**config.mk**
```make
export PLATFORM = sky130hd
export DESIGN_NAME = cv32e40p_ex_wb_pipeline
export DESIGN_NICKNAME = d
export VERILOG_FILES = /design/src/rtl/cv32e40p_ex_wb_pipeline.sv
export SDC_FILE = /design/constraint.sdc
export NUM_CORES = 1
export LEC_CHECK = 0
export CAP_MARGIN = 25
export CORE_AREA = 2 2 80 82
export CTS_CLUSTER_DIAMETER = 30
export DETAILED_ROUTE_END_ITERATION = 10
export DIE_AREA = 0 0 82 84
export GPL_TIMING_DRIVEN = 0
export PLACE_DENSITY = 0.77
export SLEW_MARGIN = 20
export SYNTH_ARGS = -nofsm -noshare
export SYNTH_HDL_FRONTEND = slang
export SYNTH_SLANG_ARGS = --single-unit
```
**constraint.sdc**
```tcl
create_clock -name clk -period 2.3 [get_ports clk]
set_input_delay 0.46 -clock clk [delete_from_list [all_inputs] [get_ports clk]]
set_output_delay 0.46 -clock clk [all_outputs]
set_load 0.1 [all_outputs]
```
**src/rtl/cv32e40p_ex_wb_pipeline.sv**
```systemverilog
// cv32e40p_ex_wb_pipeline
//   EX->WB load-writeback stage. Tracks one granted LSU access from EX until
//   its final response returns, then issues a single-cycle regfile write for
//   loads. Stores and no-writeback loads retire silently. Responses that
//   arrive while idle, and accesses that never get a response, are flagged.
//
//   Optional feature macro: FT_WB_PARITY_EN adds an even-parity bit over the
//   latched {we, waddr, sel_mux} and the parity_err_o output.
//
// Ports
//   clk, rst                 clock, asynchronous active-high reset
//   ex_valid_i / wb_ready_o  EX handover handshake (accept = valid & ready)
//   data_we_ex_i             1 = store, 0 = load
//   split_ex_i               misaligned access, two responses expected
//   regfile_we_ex_i          load writes the regfile
//   regfile_waddr_ex_i       load destination register
//   sel_mux_ex_i             redundancy select carried through to WB
//   lsu_rvalid_i, lsu_rdata_i LSU response (data valid on final response)
//   regfile_*_wb_o           regfile write port (strobe plus held address/data)
//   sel_mux_wb_o             sel_mux of the written instruction
//   spurious_rsp_o           pulse: response arrived while idle
//   parity_err_o             pulse: latched control failed parity (macro only)
//   timeout_o                pulse: TIMEOUT_CYCLES without a response
module cv32e40p_ex_wb_pipeline #(
  parameter int TIMEOUT_CYCLES = 64,
  parameter int CNT_W          = 7
) (
  input  logic        clk,
  input  logic        rst,
  input  logic        ex_valid_i,
  output logic        wb_ready_o,
  input  logic        data_we_ex_i,
  input  logic        split_ex_i,
  input  logic        regfile_we_ex_i,
  input  logic [5:0]  regfile_waddr_ex_i,
  input  logic [2:0]  sel_mux_ex_i,
  input  logic        lsu_rvalid_i,
  input  logic [31:0] lsu_rdata_i,
  output logic        regfile_we_wb_o,
  output logic [5:0]  regfile_waddr_wb_o,
  output logic [31:0] regfile_wdata_wb_o,
  output logic [2:0]  sel_mux_wb_o,
  output logic        spurious_rsp_o,
`ifdef FT_WB_PARITY_EN
  output logic        parity_err_o,
`endif
  output logic        timeout_o
);

  typedef enum logic {IDLE, WAIT_RSP} state_t;

  localparam logic [CNT_W-1:0] TMO_LAST = CNT_W'(TIMEOUT_CYCLES - 1);

  state_t           state;
  logic [1:0]       rsp_left;
  logic [CNT_W-1:0] tmo_cnt;

  // Tracking registers for the in-flight access; kept apart from the write
  // port registers so a same-cycle reload cannot disturb a pending write.
  logic       lat_we;
  logic       lat_store;
  logic [5:0] lat_waddr;
  logic [2:0] lat_sel;

  logic final_rsp;
  logic accept;
  logic perr;

  assign final_rsp  = (state == WAIT_RSP) && lsu_rvalid_i && (rsp_left == 2'd1);
  assign wb_ready_o = (state == IDLE) || final_rsp;
  assign accept     = ex_valid_i && wb_ready_o;

`ifdef FT_WB_PARITY_EN
  logic lat_par;
  assign perr = (state == WAIT_RSP) && ((^{lat_we, lat_waddr, lat_sel}) != lat_par);
`else
  assign perr = 1'b0;
`endif

  always_ff @(posedge clk or posedge rst) begin
    if (rst) begin
      state              <= IDLE;
      rsp_left           <= 2'd0;
      tmo_cnt            <= '0;
      lat_we             <= 1'b0;
      lat_store          <= 1'b0;
      lat_waddr          <= 6'd0;
      lat_sel            <= 3'd0;
      regfile_we_wb_o    <= 1'b0;
      regfile_waddr_wb_o <= 6'd0;
      regfile_wdata_wb_o <= 32'd0;
      sel_mux_wb_o       <= 3'd0;
      spurious_rsp_o     <= 1'b0;
      timeout_o          <= 1'b0;
`ifdef FT_WB_PARITY_EN
      lat_par            <= 1'b0;
      parity_err_o       <= 1'b0;
`endif
    end else begin
      regfile_we_wb_o <= 1'b0;
      spurious_rsp_o  <= 1'b0;
      timeout_o       <= 1'b0;
`ifdef FT_WB_PARITY_EN
      parity_err_o    <= 1'b0;
`endif

      // Response with nothing outstanding: report it and drop the data.
      if ((state == IDLE) && lsu_rvalid_i)
        spurious_rsp_o <= 1'b1;

      if (state == WAIT_RSP) begin
        if (perr) begin
          // Corrupted control: abandon the access without writing.
          state <= IDLE;
`ifdef FT_WB_PARITY_EN
          parity_err_o <= 1'b1;
`endif
        end else if (lsu_rvalid_i) begin
          if (rsp_left == 2'd2) begin
            // First half of a misaligned access; data is merged by the LSU.
            rsp_left <= 2'd1;
            tmo_cnt  <= '0;
          end else begin
            state <= IDLE;
            if (lat_we && !lat_store) begin
              regfile_we_wb_o    <= 1'b1;
              regfile_waddr_wb_o <= lat_waddr;
              regfile_wdata_wb_o <= lsu_rdata_i;
              sel_mux_wb_o       <= lat_sel;
            end
          end
        end else if (tmo_cnt == TMO_LAST) begin
          timeout_o <= 1'b1;
          state     <= IDLE;
        end else begin
          tmo_cnt <= tmo_cnt + 1'b1;
        end
      end

      // Accept last so a back-to-back handover overrides the return to IDLE.
      if (accept) begin
        state     <= WAIT_RSP;
        rsp_left  <= split_ex_i ? 2'd2 : 2'd1;
        tmo_cnt   <= '0;
        lat_we    <= regfile_we_ex_i;
        lat_store <= data_we_ex_i;
        lat_waddr <= regfile_waddr_ex_i;
        lat_sel   <= sel_mux_ex_i;
`ifdef FT_WB_PARITY_EN
        lat_par   <= ^{regfile_we_ex_i, regfile_waddr_ex_i, sel_mux_ex_i};
`endif
      end
    end
  end

endmodule

```
; ---- Word-level counts from Yosys, hierarchy flattened
; Index checks and enable logic that the tools add are counted.
[op_classes]
n_addsub = 1
eq_ne = 5
mux = 23
n_bitwise = 2
reduce_logical = 13
[ops]
columns = op, n
row1 = 2-to-1 mux 7 bit, 5
row2 = 2-to-1 mux 1 bit, 13
row3 = 2-to-1 mux 2 bit, 5
row4 = "adder 7 x 1 -> 7 bit, second input constant", 1
row5 = "== test 7 x 6 -> 1 bit, second input constant", 1
row6 = AND reduction 3 bit, 2
row7 = nonzero test 2 bit, 3
row8 = logical AND 1 bit, 5
row9 = AND reduction 4 bit, 1
row10 = "!= test 3 x 1 -> 1 bit, second input constant", 1
row11 = "!= test 3 bit, second input constant", 1
row12 = "== test 2 x 1 -> 1 bit, second input constant", 1
row13 = "== test 2 bit, second input constant", 1
row14 = inverter 1 bit, 2
row15 = zero test 1 bit, 1
row16 = logical OR 1 bit, 1
[word_totals]
reg_bits = 65
inputBits = 48
out_inout_bits = 45
wordCells = 57

; ---- Longest topological paths before layout
[depth]
word_depth = 6
mapped_depth = 6
mapped_depth_nobuf = 5

; ---- Worst setup path after synthesis
; Ideal clock, no wire load.
[synth_timing]
path_type = register -> output
from = register rsp_left[1]
to = output port wb_ready_o
t_arrival_ns = 1.195
slack_ns = 0.645
path_stages_with_launch = 3
cell_sequence = dfrtp_1 > nand3b_1 > nand2_1
[synth_between]
elab_chain_cells = 3
[synth_rtl]
columns = item, line_no
row1 = from (decl), 55  ; logic [1:0] rsp_left;
row2 = from (signal assigned), 143  ; rsp_left <= split_ex_i ? 2'd2 : 2'd1;
row3 = == test 2 x 1 -> 1 bit, 69  ; assign final_rsp = (state == WAIT_RSP) && lsu_rvalid_i && (rsp_left == 2'd1);
row4 = logical AND 1 bit, 69
row5 = logical OR 1 bit, 70  ; assign wb_ready_o = (state == IDLE) || final_rsp;
row6 = to (decl), 31  ; output logic wb_ready_o,
; No other way between the ends.

; ---- Final worst setup path
[layout_timing]
from = register regfile_wdata_wb_o[16]
to = output port regfile_wdata_wb_o[16]
[layout_rtl]
columns = item, line_no
row1 = from (decl), 41  ; output logic [31:0] regfile_wdata_wb_o,
row2 = from (signal assigned), 128  ; regfile_wdata_wb_o <= lsu_rdata_i;
; No word-level cell between the ends.

==> summary.md <==
| Metric | Value |
|---|---|
| Status | `complete, no violations` |
| Antenna diodes | `0` |
| CTS Buf Count | `9` |
| Placer congestion estimate | `0.804` |
| Setup Viol. Count Final | `0` |
| Mapped Cells | `168` |
| Max_slew headroom | `0.330` |
| Slew @ Worst Pin | `1.00 ns` |
| Worst Path Required | `1.84 ns` |
| Starting DRT DRC Count | `68` |
| Worst Setup SP | `regfile_wdata_wb_o[16]$_DFFE_PP0P_` |
| Clock sinks | `65` |
| Sequential area share after synthesis | `0.631` |
| Arr. time, crit path | `1.80 ns` |
| Number of detailed-route iterations in the first pass | `4` |
| Die Height | `84 um` |
| Initial antenna violation count | `0` |
| TritonCTS clock tree | `built` |
| Syn nets | `217` |
| H-Tree Depth | `3` |
| Crit path buffers/inverters | `1` |
| Via count | `1716` |
| GRT Residual Overflow | `0` |
| Final Cycle Share | `0.981` |
| Clock Path Buffers | `2` |
| Min-delay src | `tmo_cnt[6]$_DFFE_PP0P_` |
| Endpoints failing hold | `0` |
| Vias/cell | `4.85` |
| Hold WS | `0.483 ns` |
| Core ar. | `0.00610 mm2` |
| Row count | `29` |
| Count of input and output buffers | `92` |
| Final Routed Wirelength | `5340 um` |
| Area grow syn2layout | `51.6%` |
| Clk Latency, worst-skew pair | `0.33 ns` |
| Max incr delay on CP | `1.13 ns` |
| Critical Path End Type | `primary output` |
| Critical path's slowest cell | `clkdlybuf4s50_1` |
| Cell taking the most area after synthesis | `dfrtp_1` |
| DRC viols | `0` |
| Worst reg-to-reg setup slack | `0.60 ns` |
| Min-Delay Path Class | `reg2reg` |
| RSZ-0062 raised after global routing | `no` |
| Vias in the first global route | `1785` |
| FF-to-FF path depth | `4` |
| First-pass GRT wire length | `8420 um` |
| DRT antenna net count | `0` |
| Area share of the largest cell type after synthesis | `0.631` |
| Worst-path fanout max | `2` |
| Synth area leaders | `dfrtp_1 63%, mux2_2 19%, mux2_4 4.7%` |
| Hold Crit Depth | `1` |
| Max-Cap Viols | `0` |
| Largest net degree at the start of global routing | `34` |
| Root buffer cell | `clkbuf_8` |
| Top delay family on crit path | `buffers and inverters` |
| Syn_area_per_cell | `15.3 um2` |
| Nets | `321` |
| Period minus WS final | `2.26 ns` |
| Clk_skew | `0.00613 ns` |
| Die width | `82 um` |
| GRT Overall Usage | `0.165` |
| FF-to-FF Start | `state$_DFF_PP0_` |
| Fmax achieved | `443 MHz` |
| Setup crit start kind | `register` |
| Crit Path Class | `reg2out` |
| Detailed placement HPWL | `3880 um` |
| Layout cells sized above 1 | `0.292` |
| Initial Util | `0.423` |
| Die area | `0.00689 mm2` |
| Hold Crit Endpoint | `timeout_o$_DFF_PP0_` |
| Reg2reg end | `regfile_wdata_wb_o[20]$_DFFE_PP0P_` |
| Max-slew violations | `0` |
| Post-CTS setup buffer count | `0` |
| CP cell instances | `clkdlybuf4s50_1` |
| Mapped Area | `0.00258 mm2` |
| Clock transition at path regs | `0.07 ns` |
| Post-DR wirelength/cell | `15.1 um` |
| Yosys warnings | `0` |
| Distinct cell type count after synthesis | `31` |
| #FFs+latches synth | `65` |
| I/O pin total | `93` |
Yosys cell counts:
cell type   n
a21oi_1     4
a21oi_2     1
a22o_1      1
a22oi_1     1
and2b_1     1
and4b_2     1
and4b_4     1
buf_12      1
buf_2       5
buf_6       1
dfrtp_1    65
ha_1        1
inv_1       3
mux2_2     44
mux2_4      8
nand2_1     4
nand2b_1    1
nand3_1     5
nand3b_1    1
nand4b_1    1
nor2_1      1
nor2b_1     2
nor3_1      1
nor3_2      1
nor4_1      1
o21ai_0     4
o311a_1     1
o31ai_1     2
or2_1       1
or3_1       3
or4_1       1
registers in the layout, summed over array words and instances, names as in the netlist:
| name | flops |
|---|---|
| lat_sel | 3 |
| lat_store | 1 |
| lat_waddr | 6 |
| lat_we | 1 |
| regfile_waddr_wb_o | 6 |
| regfile_wdata_wb_o | 32 |
| regfile_we_wb_o | 1 |
| rsp_left | 2 |
| sel_mux_wb_o | 3 |
| spurious_rsp_o | 1 |
| state | 1 |
| timeout_o | 1 |
| tmo_cnt | 7 |
cell type report:
class | count | area [um2]
Buffer | 7 | 56.3
Clock buffer | 15 | 196
Clock inverter | 1 | 30.0
Fill cell | 479 | 2190
Inverter | 3 | 13.8
Multi-Input combinational cell | 93 | 883
Sequential cell | 65 | 1630
Tap cell | 77 | 96.3
Timing Repair Buffer | 93 | 1000
layout by cell type, fill, tap and decap left out, drive strengths merged, types with 2 or more instances in the layout:
master         Yosys  routed
nor3               2       2
clkdlybuf4s50      0      51
nand2              4       4
and4b              2       2
dlygate4sd2        0      10
dfrtp             65      65
buf                7       8
nand3              5       5
dlymetal6s2s       0      30
o21ai              4       4
mux2              52      52
o31ai              2       2
clkbuf             0      15
inv                3       3
nor2b              2       2
a21oi              5       5
or3                3       3
cells by family (layout without fill, tap and decap cells):
logic type,Yosys count,count (layout),synth area share
mux,52,52,0.239
buf+inv,10,119,0.0262
compound gates,14,14,0.0350
fa+ha+maj,1,1,0.00485
flops,65,65,0.631
simple gates,26,26,0.0641
routing by layer:
metal  vias to the layer above  routed length, um  global-route usage
li1                        815                  -                   -
met1                       831               2230               0.203
met2                        63               2590               0.255
met3                         7                443              0.0563
met4                         0                 80              0.0818
met5                         -                  0                   0
repair_timing:
action                                  in CTS  in global routing
hold buffers                                 0                  0
endpoints found under the setup margin      11                 31
gates resized for setup                     13                 31
through the flow:
step            util  TNS (ns)  area, um2  worst slack, ns  cells
2_1_floorplan      -         0       2580            0.214    168
3_3_place_gp   0.590    -59.17       3590           -0.890    337
3_5_place_dp   0.593     -2.01       3620           -0.552    338
4_1_cts        0.629         0       3830       0.00000211    354
5_1_grt        0.641         0       3910          0.00141    354
6_report       0.641         0       3910           0.0442    354
worst max-delay path by stage:
stage,to,slack (ns),cells after the start
detailed placement,wb_ready_o,-0.55,4
global route,regfile_wdata_wb_o[16],0.001,1
finish,regfile_wdata_wb_o[16],0.04,1
global placement,regfile_wdata_wb_o[31]$_DFFE_PP0P_,-0.89,2
floorplan,lat_sel[0]$_DFFE_PP0N_,0.21,1
CTS,regfile_wdata_wb_o[28],0.000002,1
Power is not shown: default switching activity piles up to over one toggle a cycle in this logic, so the estimate is an artifact.
